## src/rtl/exp_sp_pkg.sv

```systemverilog
// Shared definitions for the exp/softplus request scheduler.
//   DW_DEF          default operand/result width
//   REQ_DEPTH_DEF   default request FIFO depth
//   RSP_DEPTH_DEF   default response FIFO depth (also per-mode credit count)
//   mode_e          mode encoding, SP = 1, EXP = 0
package exp_sp_pkg;
    localparam int DW_DEF        = 16;
    localparam int REQ_DEPTH_DEF = 4;
    localparam int RSP_DEPTH_DEF = 8;

    typedef enum logic {
        MODE_EXP = 1'b0,
        MODE_SP  = 1'b1
    } mode_e;
endpackage

```

## src/rtl/sync_fifo.sv

```systemverilog
// Single-clock show-ahead FIFO. dout is the head entry whenever empty is low.
// Ports:
//   clk, rstn        clock, synchronous active-low reset (empties the FIFO)
//   push, din        write request / data; dropped if full and not popping
//   pop              read request; ignored while empty
//   dout             head entry (show-ahead)
//   full, empty      occupancy flags
//   count            number of stored entries
// DEPTH must be a power of 2 so the pointers wrap naturally.
module sync_fifo #(
    parameter  int DW    = 16,
    parameter  int DEPTH = 4,
    localparam int CW    = $clog2(DEPTH + 1)
) (
    input  logic          clk,
    input  logic          rstn,
    input  logic          push,
    input  logic [DW-1:0] din,
    input  logic          pop,
    output logic [DW-1:0] dout,
    output logic          full,
    output logic          empty,
    output logic [CW-1:0] count
);
    localparam int AW = (DEPTH > 1) ? $clog2(DEPTH) : 1;

    logic [DW-1:0] mem [DEPTH];
    logic [AW-1:0] wr_ptr, rd_ptr;
    logic          do_push, do_pop;

    assign full    = (count == CW'(DEPTH));
    assign empty   = (count == '0);
    assign dout    = mem[rd_ptr];
    assign do_pop  = pop & ~empty;
    // A pop in the same cycle frees the slot, so push on full is accepted then.
    assign do_push = push & (~full | do_pop);

    always_ff @(posedge clk) begin
        if (!rstn) begin
            wr_ptr <= '0;
            rd_ptr <= '0;
            count  <= '0;
        end else begin
            if (do_push) wr_ptr <= wr_ptr + AW'(1);
            if (do_pop)  rd_ptr <= rd_ptr + AW'(1);
            count <= count + CW'(do_push) - CW'(do_pop);
        end
    end

    always_ff @(posedge clk) begin
        if (do_push) mem[wr_ptr] <= din;
    end
endmodule

```

## src/rtl/exp_sp_req_sched.sv

```systemverilog
// Initiator-side scheduler for the shared exp/softplus core.
// Buffers independent SP and EXP operand streams, issues at most one request
// per cycle to the core (round-robin when both are ready), and gathers the
// core results into per-mode output FIFOs. The core cannot stall, so each mode
// only issues while it holds a credit, i.e. guaranteed space in its response
// FIFO.
// Ports:
//   clk, rstn                         clock, synchronous active-low reset
//   sp_in_v/rdy/x, exp_in_v/rdy/x     operand streams (valid/ready)
//   sp_req_v/sp_x, exp_req_v/exp_x    registered requests to the core
//   sp_rsp_v/sp_y, exp_rsp_v/exp_y    core results (no backpressure)
//   sp_out_v/rdy/y, exp_out_v/rdy/y   result streams (valid/ready, show-ahead)
// Optional (EXP_SP_SCHED_STATS_EN): stat_sp_issue, stat_exp_issue, stat_stall,
// saturating 32-bit counters of grants per mode and credit-stalled cycles.
module exp_sp_req_sched
    import exp_sp_pkg::*;
#(
    parameter int DW        = DW_DEF,
    parameter int REQ_DEPTH = REQ_DEPTH_DEF,
    parameter int RSP_DEPTH = RSP_DEPTH_DEF
) (
    input  logic          clk,
    input  logic          rstn,
    input  logic          sp_in_v,
    output logic          sp_in_rdy,
    input  logic [DW-1:0] sp_in_x,
    input  logic          exp_in_v,
    output logic          exp_in_rdy,
    input  logic [DW-1:0] exp_in_x,
    output logic          sp_req_v,
    output logic [DW-1:0] sp_x,
    output logic          exp_req_v,
    output logic [DW-1:0] exp_x,
    input  logic          sp_rsp_v,
    input  logic [DW-1:0] sp_y,
    input  logic          exp_rsp_v,
    input  logic [DW-1:0] exp_y,
    output logic          sp_out_v,
    input  logic          sp_out_rdy,
    output logic [DW-1:0] sp_out_y,
    output logic          exp_out_v,
    input  logic          exp_out_rdy,
    output logic [DW-1:0] exp_out_y
`ifdef EXP_SP_SCHED_STATS_EN
    ,
    output logic [31:0]   stat_sp_issue,
    output logic [31:0]   stat_exp_issue,
    output logic [31:0]   stat_stall
`endif
);
    localparam int CRW  = $clog2(RSP_DEPTH + 1);
    localparam int RQCW = $clog2(REQ_DEPTH + 1);
    localparam int RSCW = $clog2(RSP_DEPTH + 1);

    logic            sp_rq_full, sp_rq_empty, exp_rq_full, exp_rq_empty;
    logic [DW-1:0]   sp_rq_head, exp_rq_head;
    logic            sp_rs_full, sp_rs_empty, exp_rs_full, exp_rs_empty;
    logic [RQCW-1:0] sp_rq_lvl, exp_rq_lvl;
    logic [RSCW-1:0] sp_rs_lvl, exp_rs_lvl;
    logic [CRW-1:0]  sp_cred, exp_cred;
    mode_e           last_gnt;
    logic            sp_elig, exp_elig, sp_gnt, exp_gnt, sp_pop, exp_pop;

    // FIFO levels and response-full flags are only of interest to the sim checks.
    logic unused_sigs;
    assign unused_sigs = ^{sp_rq_lvl, exp_rq_lvl, sp_rs_lvl, exp_rs_lvl, sp_rs_full, exp_rs_full};

    assign sp_in_rdy  = rstn & ~sp_rq_full;
    assign exp_in_rdy = rstn & ~exp_rq_full;
    assign sp_out_v   = rstn & ~sp_rs_empty;
    assign exp_out_v  = rstn & ~exp_rs_empty;
    assign sp_pop     = sp_out_v & sp_out_rdy;
    assign exp_pop    = exp_out_v & exp_out_rdy;

    assign sp_elig  = ~sp_rq_empty  & (sp_cred  != '0);
    assign exp_elig = ~exp_rq_empty & (exp_cred != '0);

    // Round-robin between the two modes: on contention the mode not granted
    // last wins; last_gnt resets to EXP so SP wins the first tie.
    always_comb begin
        sp_gnt  = sp_elig & (~exp_elig | (last_gnt == MODE_EXP));
        exp_gnt = exp_elig & ~sp_gnt;
    end

    sync_fifo #(.DW(DW), .DEPTH(REQ_DEPTH)) u_sp_rq (
        .clk(clk), .rstn(rstn), .push(sp_in_v & sp_in_rdy), .din(sp_in_x), .pop(sp_gnt),
        .dout(sp_rq_head), .full(sp_rq_full), .empty(sp_rq_empty), .count(sp_rq_lvl));

    sync_fifo #(.DW(DW), .DEPTH(REQ_DEPTH)) u_exp_rq (
        .clk(clk), .rstn(rstn), .push(exp_in_v & exp_in_rdy), .din(exp_in_x), .pop(exp_gnt),
        .dout(exp_rq_head), .full(exp_rq_full), .empty(exp_rq_empty), .count(exp_rq_lvl));

    // Responses are pushed unconditionally; credits guarantee a free slot.
    sync_fifo #(.DW(DW), .DEPTH(RSP_DEPTH)) u_sp_rs (
        .clk(clk), .rstn(rstn), .push(sp_rsp_v), .din(sp_y), .pop(sp_pop),
        .dout(sp_out_y), .full(sp_rs_full), .empty(sp_rs_empty), .count(sp_rs_lvl));

    sync_fifo #(.DW(DW), .DEPTH(RSP_DEPTH)) u_exp_rs (
        .clk(clk), .rstn(rstn), .push(exp_rsp_v), .din(exp_y), .pop(exp_pop),
        .dout(exp_out_y), .full(exp_rs_full), .empty(exp_rs_empty), .count(exp_rs_lvl));

    // Issue stage and credits. A credit is taken at grant and returned when the
    // consumer takes the result, so credit + in-flight + stored == RSP_DEPTH.
    always_ff @(posedge clk) begin
        if (!rstn) begin
            sp_cred   <= CRW'(RSP_DEPTH);
            exp_cred  <= CRW'(RSP_DEPTH);
            last_gnt  <= MODE_EXP;
            sp_req_v  <= 1'b0;
            exp_req_v <= 1'b0;
            sp_x      <= '0;
            exp_x     <= '0;
        end else begin
            sp_cred  <= sp_cred  - CRW'(sp_gnt)  + CRW'(sp_pop);
            exp_cred <= exp_cred - CRW'(exp_gnt) + CRW'(exp_pop);
            if (sp_gnt)       last_gnt <= MODE_SP;
            else if (exp_gnt) last_gnt <= MODE_EXP;
            sp_req_v  <= sp_gnt;
            exp_req_v <= exp_gnt;
            sp_x      <= sp_gnt  ? sp_rq_head  : '0;
            exp_x     <= exp_gnt ? exp_rq_head : '0;
        end
    end

`ifdef EXP_SP_SCHED_STATS_EN
    logic stall;
    assign stall = (~sp_rq_empty & (sp_cred == '0)) | (~exp_rq_empty & (exp_cred == '0));

    always_ff @(posedge clk) begin
        if (!rstn) begin
            stat_sp_issue  <= '0;
            stat_exp_issue <= '0;
            stat_stall     <= '0;
        end else begin
            if (sp_gnt  && stat_sp_issue  != '1) stat_sp_issue  <= stat_sp_issue  + 32'd1;
            if (exp_gnt && stat_exp_issue != '1) stat_exp_issue <= stat_exp_issue + 32'd1;
            if (stall   && stat_stall     != '1) stat_stall     <= stat_stall     + 32'd1;
        end
    end
`endif

`ifdef SIM
    always @(posedge clk) begin
        if (rstn) begin
            assert (!(sp_req_v && exp_req_v))
                else $error("sp_req_v and exp_req_v both high");
            assert (!(sp_rsp_v && sp_rs_full && !sp_pop))
                else $error("SP response pushed into full FIFO");
            assert (!(exp_rsp_v && exp_rs_full && !exp_pop))
                else $error("EXP response pushed into full FIFO");
            assert (!(sp_rsp_v && sp_cred == CRW'(RSP_DEPTH) && sp_rs_empty))
                else $error("unsolicited SP response");
            assert (!(exp_rsp_v && exp_cred == CRW'(RSP_DEPTH) && exp_rs_empty))
                else $error("unsolicited EXP response");
        end
    end
`endif
endmodule

```

## config.mk

```make
export PLATFORM = sky130hd
export DESIGN_NAME = exp_sp_req_sched
export DESIGN_NICKNAME = d
export VERILOG_FILES = /design/src/rtl/exp_sp_pkg.sv /design/src/rtl/sync_fifo.sv /design/src/rtl/exp_sp_req_sched.sv
export SDC_FILE = /design/constraint.sdc
export NUM_CORES = 1
export LEC_CHECK = 0
export CORE_UTILIZATION = 52
export CTS_CLUSTER_SIZE = 30
export DETAILED_ROUTE_END_ITERATION = 10
export DONT_BUFFER_PORTS = 1
export HOLD_SLACK_MARGIN = 0.06
export PLACE_DENSITY = 0.65
export SYNTH_ARGS = -nofsm -noshare
export SYNTH_HDL_FRONTEND = slang
export SYNTH_SLANG_ARGS = --single-unit
```

## constraint.sdc

```tcl
create_clock -name clk -period 3.6 [get_ports clk]
set_input_delay 0.72 -clock clk [delete_from_list [all_inputs] [get_ports clk]]
set_output_delay 0.72 -clock clk [all_outputs]
set_load 0.01 [all_outputs]
```

==> impl_metrics.env, run 1 <==
export IMPL_outcome="finished, final reports clean"
export IMPL_maxSlewHeadroom_pct=36.1
export IMPL_final_common_cell="edfxtp_1"
export IMPL_synth_cell_type_count=43
export IMPL_number_of_buffers_added_by_the_clock_tree_synthesis_step=47
export IMPL_numPlacedInstances=1356
export IMPL_period_minus_slack_ns=3.06
export IMPL_wirelength_um=29800
export IMPL_vdd_drop_max_mv=0.426
export IMPL_firstDrtPassIters=4
export IMPL_final_cell_count_no_fill=1441
export IMPL_dp_hpwl_um=17500
export IMPL_route_detailed_vias_per_inst=5.48
export IMPL_hold_class="input port to flop"
export IMPL_crit_fanout=13
export IMPL_post_route_cells_drive_above_1_share_pct=24.8
export IMPL_synth_warning_count=0
export IMPL_synth_enable_flop_cells=384
export IMPL_worst_r2r_path_depth=12
export IMPL_totalNegativeSetupSlack_ns=0
export IMPL_post_cts_resized_instances=0
export IMPL_reg2reg_to="exp_cred[2]"
export IMPL_rsz_0062_raised_after_global_routing="false"
export IMPL_layout_worst_path_cycle_share_pct=85.0
export IMPL_design_core_area_mm2=0.0338
export IMPL_critical_path_startpoint_type="flop"
export IMPL_antenna_found_initial=0
export IMPL_proportion_of_synthesized_chip_area_in_sequential_cells_pct=73.2
export IMPL_post_route_drc_count=0
export IMPL_fp_dieH_um=188
export IMPL_synthTopCellsByArea="edfxtp_1 64%, mux4_2 12%, dfxtp_1 9.2%, ha_1 2.6%, and2_1 2.3%"
export IMPL_synth_ff_latch_count=467
export IMPL_max_cap_viols=0
export IMPL_route_vias_total=7899
export IMPL_crit_buf_inv=1
export IMPL_netlist_area_mm2=0.0180
export IMPL_grt_pass1_vias=8287
export IMPL_syn_num_nets=1039
export IMPL_worst_setup_path_endpoint="sp_out_y[6]"
export IMPL_chipWidth_um=188
export IMPL_crit_path_top_delay_cell="dfxtp_2"
export IMPL_cts_htree_levels=2
export IMPL_arrival_ns=2.34
export IMPL_timing_critical_path_cells="buf_4 -> mux4_2 -> mux2_2"
export IMPL_synthArstFlopShare_pct=0
export IMPL_routed_wire_length_per_instance_um=20.7
export IMPL_n_fill_cell=2410
export IMPL_post_synth_top_area_fraction_pct=64.0
export IMPL_crit_path_end_kind="output pin"
export IMPL_drt_initial_drc_count=379
export IMPL_setup_violations_final=0
export IMPL_hold_viol_final=0
export IMPL_worst_slew_pin_slew_ns=0.958
export IMPL_layout_common_cells="384 x edfxtp_1, 96 x mux4_2, 81 x dfxtp_1"
export IMPL_post_cts_setup_buffer_count=0
export IMPL_synthesis_instances=923
export IMPL_post_dp_cell_area_mm2=0.0186
export IMPL_critical_path_max_stage_delay_ns=0.61
export IMPL_clock_path_buffers=3
export IMPL_critPathKind="flop to output pin"
export IMPL_finish_instance_area_mm2=0.0200
export IMPL_pwr_density_cell_mw_per_mm2=701
export IMPL_global_route_usage_total_pct=17.5
export IMPL_grt_start_max_net_pins=64
export IMPL_clock_fmax_mhz=327
export IMPL_ios=142
export IMPL_post_cts_hold_buffer_count=0
export IMPL_synth_area_leader="edfxtp_1"
export IMPL_clk_pin_slew_ns=0.06
export IMPL_number_of_rows_created_at_floorplan=67
export IMPL_globalplace_congestion=0.706
export IMPL_path_depth=3
export IMPL_final_number_of_max_transition_violations=0
export IMPL_areaGrowthSynthToFinish_pct=11.2
export IMPL_starting_density_pct=53.3
export IMPL_final_setup_skew_ns=0.0156
export IMPL_design_die_area_mm2=0.0354
export IMPL_tritoncts="done"
export IMPL_cts_root_buffer="clkbuf_16"
export IMPL_cts_sinks=467
export IMPL_clk_latency_ns=0.55
export IMPL_synth_avg_cell_area_um2=19.5
export IMPL_fin_nets=1073
export IMPL_globalRoute_totalOverflow=0
export IMPL_flip_flop_cell_with_the_highest_count_after_synthesis="edfxtp_1"
export IMPL_grt_pass1_wl_um=47000
export IMPL_reg2reg_setup_slack_ns=1.10
export IMPL_area_sequential_mm2=0.0132
export IMPL_dominant_delay_contributor_by_cell_family_on_the_critical_path="multiplexers"
export IMPL_area_used_by_multi_input_combinational_logic_mm2=0.00447
export IMPL_io_buffers=0
export IMPL_antennaDiodeCount=0
export IMPL_p_leak_nw=6.68
export IMPL_cp_required_ns=2.88
export IMPL_r2r_start="exp_cred[2]"
export IMPL_final_antenna_net_count=0
## cell type report
class | instances | area share [%]
clock buffers | 56 | 6.09
well taps | 448 | 2.80
multi-input cells | 376 | 22.3
flip-flops and latches | 467 | 65.8
clock inverters | 29 | 1.24
repair buffers | 23 | 0.924
inverters | 42 | 0.787
## cells in the mapped netlist, types with 3 or more instances
| cell type | count |
|---|---|
| dfxtp_1 | 83 |
| buf_2 | 8 |
| fa_1 | 6 |
| or3b_2 | 4 |
| mux2_2 | 32 |
| nand2b_1 | 5 |
| or3b_1 | 3 |
| nor2_1 | 12 |
| buf_4 | 3 |
| xnor2_1 | 13 |
| a21oi_1 | 6 |
| mux4_2 | 96 |
| inv_1 | 42 |
| ha_1 | 38 |
| clkbuf_1 | 13 |
| nand2_1 | 22 |
| xor2_1 | 9 |
| nor2b_1 | 3 |
| a21o_1 | 4 |
| and3_1 | 5 |
| nor3_1 | 7 |
| o21ai_0 | 6 |
| and2_4 | 10 |
| nand3_1 | 4 |
| buf_6 | 8 |
| buf_1 | 6 |
| and2_1 | 66 |
| a21boi_0 | 4 |
| edfxtp_1 | 384 |
## report_power, final
part / switching [mW] / total, mW / internal, mW
logic: 1.29 / 2.70 / 1.41
registers: 0.325 / 6.72 / 6.40
clock network: 1.92 / 4.62 / 2.70
## routing by layer
metal  share of wire (%)  global-route usage [%]
met4                 1.8                    5.28
met5                   0                       0
met2                  48                    27.8
met3                 6.2                    4.42
met1                  44                    24.0
## how the worst min path moves through the flow
stage | slack (ns) | depth (start not counted) | to | start
2_1_floorplan | 0.46 | 2 | flop | u_sp_rs.rd_ptr[1]
3_3_place_gp | 0.49 | 2 | u_sp_rs.rd_ptr[1] | u_sp_rs.rd_ptr[1]
3_5_place_dp | 0.50 | 2 | u_sp_rq.wr_ptr[1] | u_sp_rq.wr_ptr[1]
4_1_cts | 0.21 | 1 | sp_cred[3] | rstn
5_1_grt | 0.22 | 1 | sp_cred[3] | rstn
6_report | 0.26 | 0 | u_exp_rq.mem[1][6] | exp_in_x[6]
## cell families after synthesis
kind of cell | synth area share [%]
AND/OR/NAND/NOR | 5.17
adder cells (fa/ha/maj) | 3.31
AO/OA/AOI/OAI | 1.00
multiplexers | 14.1
XOR/XNOR | 1.07
flip-flops | 73.2
buffers and inverters | 2.12
## state kept, by name, indices dropped and copies added (netlist names), 2 cells and up, named ones only
register and flops:
exp_cred 4, exp_x 16, sp_cred 4, sp_x 16, u_exp_rq.count 3, u_exp_rq.mem 64, u_exp_rq.rd_ptr 2, u_exp_rq.wr_ptr 2
u_exp_rs.count 4, u_exp_rs.mem 128, u_exp_rs.rd_ptr 3, u_exp_rs.wr_ptr 3, u_sp_rq.count 3, u_sp_rq.mem 64, u_sp_rq.rd_ptr 2, u_sp_rq.wr_ptr 2
u_sp_rs.count 4, u_sp_rs.mem 128, u_sp_rs.rd_ptr 3, u_sp_rs.wr_ptr 3
## through the flow
stage / total power, mW / hold WS (ns) / utilization, % / setup WS (ns)
finish: 14.0 / 0.261 / 59.3 / 0.539
global route: 14.8 / 0.221 / 59.3 / 0.356
CTS: 14.3 / 0.211 / 59.3 / 0.444
detailed placement: 9.61 / 0.498 / 55.0 / 1.03
global placement: 9.55 / 0.489 / 55.0 / 1.07
floorplan: 9.07 / 0.463 / - / 0.863
(Power assumes the default switching activity.)
==> run 2, diff against run 1 <==
- REMOVE_ABC_BUFFERS: not set -> 1
==> impl_metrics.env, run 2 (synthesis gave the netlist of run 1 again) <==
export IMPL_outcome="finished, final reports clean"
export IMPL_final_number_of_max_transition_violations=0
export IMPL_cts_htree_levels=2
export IMPL_antennaDiodeCount=0
export IMPL_clock_path_buffers=3
export IMPL_tritoncts="done"
export IMPL_worst_r2r_path_depth=12
export IMPL_max_cap_viols=0
export IMPL_crit_path_end_kind="output pin"
export IMPL_period_minus_slack_ns=3.04
export IMPL_chipWidth_um=188
export IMPL_layout_common_cells="384 x edfxtp_1, 96 x mux4_2, 81 x dfxtp_1"
export IMPL_number_of_rows_created_at_floorplan=67
export IMPL_setup_violations_final=0
export IMPL_route_vias_total=7864
export IMPL_clk_latency_ns=0.57
export IMPL_r2r_start="u_sp_rs.count[2]"
export IMPL_cts_root_buffer="clkbuf_16"
export IMPL_arrival_ns=2.32
export IMPL_post_cts_hold_buffer_count=0
export IMPL_fp_dieH_um=188
export IMPL_post_cts_setup_buffer_count=0
export IMPL_final_antenna_net_count=0
export IMPL_dp_hpwl_um=16900
export IMPL_cp_required_ns=2.88
export IMPL_layout_top_registers="u_exp_rs.mem (128), u_sp_rs.mem (128)"
export IMPL_final_setup_skew_ns=0.0190
export IMPL_fin_nets=1073
export IMPL_hold_viol_final=0
export IMPL_number_of_buffers_added_by_the_clock_tree_synthesis_step=48
export IMPL_timing_hold_worst_start="rstn"
export IMPL_layout_worst_path_cycle_share_pct=84.3
export IMPL_totalNegativeSetupSlack_ns=0
export IMPL_critical_path_startpoint_type="flop"
export IMPL_worst_slew_pin_slew_ns=0.972
export IMPL_reg2reg_setup_slack_ns=1.08
export IMPL_reg2reg_to="sp_cred[2]"
export IMPL_starting_density_pct=53.3
export IMPL_critPathKind="flop to output pin"
export IMPL_drt_initial_drc_count=499
export IMPL_io_buffers=0
export IMPL_cts_sinks=467
export IMPL_areaGrowthSynthToFinish_pct=11.9
export IMPL_design_die_area_mm2=0.0354
export IMPL_route_detailed_vias_per_inst=5.45
export IMPL_hold_class="input port to flop"
export IMPL_firstDrtPassIters=4
export IMPL_design_core_area_mm2=0.0338
export IMPL_global_route_usage_total_pct=17.6
export IMPL_globalRoute_totalOverflow=0
export IMPL_clock_fmax_mhz=329
export IMPL_grt_pass1_wl_um=47300
export IMPL_antenna_found_initial=0
export IMPL_final_core_utilization_pct=59.7
export IMPL_grt_pass1_vias=8502
export IMPL_pwr_density_cell_mw_per_mm2=714
export IMPL_final_common_cell="edfxtp_1"
export IMPL_post_cts_resized_instances=0
export IMPL_routed_wire_length_per_instance_um=20.8
export IMPL_rsz_0062_raised_after_global_routing="false"
export IMPL_wirelength_um=30000
export IMPL_worst_hold_path_num_cells=1
export IMPL_post_route_cells_drive_above_1_share_pct=25.4
export IMPL_clk_pin_slew_ns=0.06
export IMPL_globalplace_congestion=0.696
export IMPL_post_route_drc_count=0
export IMPL_hold_path_end="sp_cred[3]"
export IMPL_grt_start_max_net_pins=64
export IMPL_vdd_drop_max_mv=0.461
export IMPL_ios=142
export IMPL_maxSlewHeadroom_pct=35.1
export IMPL_p_leak_nw=6.74
export IMPL_crit_fanout=32
export IMPL_n_fill_cell=2392
==> run 2: changes by cell type in the layout (fill, tap and decap cells not counted), moves of 2 or more <==
cell,previous run,this run
bufinv_16,4,6
clkbuf_16,47,49
clkbuf_8,1,3
clkinv_1,11,7
==> run 2: critical path: stages (launching register included) <==
cell     delay, ns
dfxtp_2       0.31
buf_4         0.51
mux4_2        0.59
mux2_2        0.32
==> run 2: final cells by class <==
cell class	count	area, µm²	share of cell area, %
Inverter	42	158	0.782
Tap cell	448	561	2.78
Clock buffer	60	1300	6.44
Sequential cell	467	13200	65.5
Clock inverter	29	307	1.52
Timing Repair Buffer	22	165	0.819
Multi-Input combinational cell	376	4470	22.2
==> run 2: stage by stage <==
step / area [µm²] / std cells / hold WS, ns / worst slack [ns] / total power, mW
finish: 20200 / 1444 / 0.237 / 0.564 / 14.4
global route: 20200 / 1444 / 0.207 / 0.402 / 15.1
CTS: 20200 / 1444 / 0.188 / 0.462 / 14.6
detailed placement: 18600 / 1355 / 0.496 / 1.06 / 9.58
global placement: 18600 / 1355 / 0.490 / 1.10 / 9.53
floorplan: 17800 / 885 / 0.463 / 0.500 / 8.95
==> run 2: per-layer routing <==
layer	vias to the layer above	routed length, µm	global-route usage [%]
met1	4006	12600	22.9
met3	45	1910	4.49
met4	0	651	6.63
li1	3631	-	-
met5	-	0	0
met2	182	14800	28.5
==> run 2: how the worst max path moves through the flow <==
stage | cells past startpoint | slack (ns) | to
global route | 3 | 0.40 | sp_out_y[15]
global placement | 11 | 1.10 | u_exp_rs.count[2]
floorplan | 2 | 0.50 | exp_out_y[0]
CTS | 3 | 0.46 | sp_out_y[7]
finish | 3 | 0.56 | sp_out_y[11]
detailed placement | 10 | 1.06 | u_sp_rs.count[2]
==> run 2: power breakdown <==
part	switching (mW)	internal [mW]	total, mW	leakage (nW)
Clock	1.99	2.99	4.98	0.788
Sequential	0.309	6.40	6.70	4.17
Combinational	1.30	1.40	2.70	1.78
==> run 3, diff against run 2 <==
- ABC_AREA: not set -> 1
- clock period: 3.6 -> 3 ns (I/O delays scaled with it)
==> impl_metrics.env, run 3 <==
export IMPL_post_cts_setup_buffer_count=0
export IMPL_worst_hold_path_num_cells=0
export IMPL_met1_usage_pct=25.5
export IMPL_outcome="finished, final reports clean"
export IMPL_design_die_area_mm2=0.0364
export IMPL_grt_start_max_net_pins=65
export IMPL_maxSlewHeadroom_pct=32.5
export IMPL_drt_initial_drc_count=587
export IMPL_globalplace_congestion=0.739
export IMPL_yosysMostFrequentCell="edfxtp_1"
export IMPL_final_number_of_max_transition_violations=0
export IMPL_fp_dieH_um=191
export IMPL_synth_warning_count=0
export IMPL_hold_worst_slack_ns=0.140
export IMPL_synthTopCellsByArea="edfxtp_1 62%, dfxtp_1 9.0%, nor2_1 7.5%, o21ai_0 6.8%, nand2_1 2.9%"
export IMPL_final_antenna_net_count=0
export IMPL_final_core_utilization_pct=59.0
export IMPL_arrival_ns=2.09
export IMPL_route_vias_total=10978
export IMPL_post_cts_resized_instances=0
export IMPL_route_detailed_vias_per_inst=5.26
export IMPL_global_route_usage_total_pct=19.6
export IMPL_vdd_drop_max_mv=0.584
export IMPL_layout_worst_path_cycle_share_pct=89.5
export IMPL_dp_hpwl_um=20100
export IMPL_crit_path_top_delay_cell="dfxtp_2"
export IMPL_rsz_0062_raised_after_global_routing="false"
export IMPL_number_of_rows_created_at_floorplan=68
export IMPL_met3_usage_pct=4.75
export IMPL_cts_root_buffer="clkbuf_16"
export IMPL_globalRoute_totalOverflow=0
export IMPL_clk_pin_slew_ns=0.06
export IMPL_numPlacedInstances=2003
export IMPL_setup_violations_final=0
export IMPL_layout_top_registers="u_exp_rs.mem (128), u_sp_rs.mem (128)"
export IMPL_post_cts_hold_buffer_count=0
export IMPL_areaGrowthSynthToFinish_pct=11.0
export IMPL_crit_fanout=26
export IMPL_fin_nets=1712
export IMPL_grt_pass1_vias=10655
export IMPL_final_setup_skew_ns=0.0142
export IMPL_post_route_cells_drive_above_1_share_pct=9.25
export IMPL_final_common_cell="edfxtp_1"
export IMPL_synth_ff_latch_count=467
export IMPL_worst_slew_pin_slew_ns=1.01
export IMPL_cp_required_ns=2.40
export IMPL_wirelength_um=34900
export IMPL_clock_fmax_mhz=372
export IMPL_flip_flop_cell_with_the_highest_count_after_synthesis="edfxtp_1"
export IMPL_post_synth_top_area_fraction_pct=62.3
export IMPL_cts_sinks=467
export IMPL_grt_busiest_layer="met2"
export IMPL_critical_path_max_stage_delay_ns=0.63
export IMPL_grt_pass1_wl_um=55300
export IMPL_proportion_of_synthesized_chip_area_in_sequential_cells_pct=71.3
export IMPL_grt_util_met2_pct=32.9
export IMPL_number_of_buffers_added_by_the_clock_tree_synthesis_step=46
export IMPL_worst_r2r_path_depth=13
export IMPL_clock_path_buffers=3
export IMPL_cts_htree_levels=2
export IMPL_final_cell_count_no_fill=2087
export IMPL_routed_wire_length_per_instance_um=16.7
export IMPL_synth_avg_cell_area_um2=11.7
export IMPL_synth_area_leader="edfxtp_1"
export IMPL_firstDrtPassIters=4
export IMPL_crit_path_end_kind="output pin"
export IMPL_timing_critical_path_cells="buf_4 -> nor2_1 -> nor2_1 -> o21ai_0 -> o21ai_1 -> nand2_1 -> nand2_1"
export IMPL_path_depth=7
export IMPL_post_route_drc_count=0
export IMPL_p_leak_nw=7.57
export IMPL_synthesis_instances=1578
export IMPL_crit_buf_inv=1
export IMPL_synthArstFlopShare_pct=0
export IMPL_ios=142
export IMPL_tritoncts="done"
export IMPL_netlist_top_cells_count="384 x edfxtp_1, 371 x nor2_1, 251 x o21ai_0"
export IMPL_io_buffers=0
export IMPL_period_minus_slack_ns=2.69
export IMPL_layout_common_cells="384 x edfxtp_1, 371 x nor2_1, 251 x o21ai_0"
export IMPL_synth_enable_flop_cells=384
export IMPL_clk_latency_ns=0.55
export IMPL_antennaDiodeCount=0
export IMPL_netlist_area_mm2=0.0185
export IMPL_chipWidth_um=191
export IMPL_hold_class="input port to flop"
export IMPL_dominant_delay_contributor_by_cell_family_on_the_critical_path="flip-flops"
export IMPL_design_core_area_mm2=0.0348
export IMPL_critical_path_startpoint_type="flop"
export IMPL_pwr_density_cell_mw_per_mm2=850
export IMPL_synth_cell_type_count=35
export IMPL_starting_density_pct=53.2
export IMPL_critPathKind="flop to output pin"
export IMPL_hold_viol_final=0
export IMPL_antenna_found_initial=0
export IMPL_totalNegativeSetupSlack_ns=0
export IMPL_max_cap_viols=0
run 3: cell types whose count changed in the layout (fill, tap and decap cells not counted), sizes merged, moves of 7 or more:
cell,previous run,this run
nor2,12,376
o21ai,8,281
nand2,22,151
mux4,96,0
and2,76,0
inv,46,106
mux2,32,0
a21oi,6,30
buf,22,44
nand3,5,20
xnor2,13,3
clkbuf,60,68
or3b,7,0
run 3: final timing paths:
path	startpoint	endpoint	slack (ns)
max	flop	exp_out_y[5]	0.31
min	sp_y[7]	u_sp_rs.mem[4][7]	0.14
max reg2reg	sp_cred[2]	u_exp_rq.count[2]	0.57
min reg2reg	u_exp_rq.rd_ptr[1]	u_exp_rq.rd_ptr[1]	0.47
run 3: area by class of cell:
class	count	area (µm²)
Clock buffer	68	1360
Clock inverter	16	98.8
Fill cell	2817	14300
Inverter	107	405
Multi-Input combinational cell	930	4560
Sequential cell	467	13200
Tap cell	455	569
Timing Repair Buffer	44	355
run 3: logic make-up (layout without fill, tap and decap cells):
family / after synthesis / count (layout) / share of synthesized area, %
AO/OA/AOI/OAI: 316 / 316 / 8.82
XOR/XNOR: 14 / 14 / 0.662
adder cells (fa/ha/maj): 44 / 44 / 3.22
buffers and inverters: 181 / 235 / 4.12
flip-flops: 467 / 467 / 71.3
AND/OR/NAND/NOR: 556 / 556 / 11.9
run 3: through the flow:
| step | worst slack, ns | instance area, µm² | power (mW) |
|---|---|---|---|
| detailed placement | 0.575 | 19100 | 12.2 |
| CTS | 0.256 | 20500 | 17.7 |
| global route | 0.0707 | 20500 | 18.6 |
| floorplan | 0.0981 | 18200 | 11.1 |
| finish | 0.314 | 20500 | 17.5 |
| global placement | 0.638 | 19100 | 12.1 |
run 3: power breakdown:
part	switching (mW)	leakage (nW)	internal, mW
logic	2.59	2.68	1.32
clock network	2.25	0.723	3.21
registers	0.406	4.17	7.69
total	5.24	7.57	12.2
run 3: routing by layer:
layer	up-vias	wire, µm	part of all wire [%]
met5	-	0	0
met4	0	585	1.7
met1	5272	15100	43
met2	248	16900	48
li1	5413	-	-
met3	45	2360	6.8
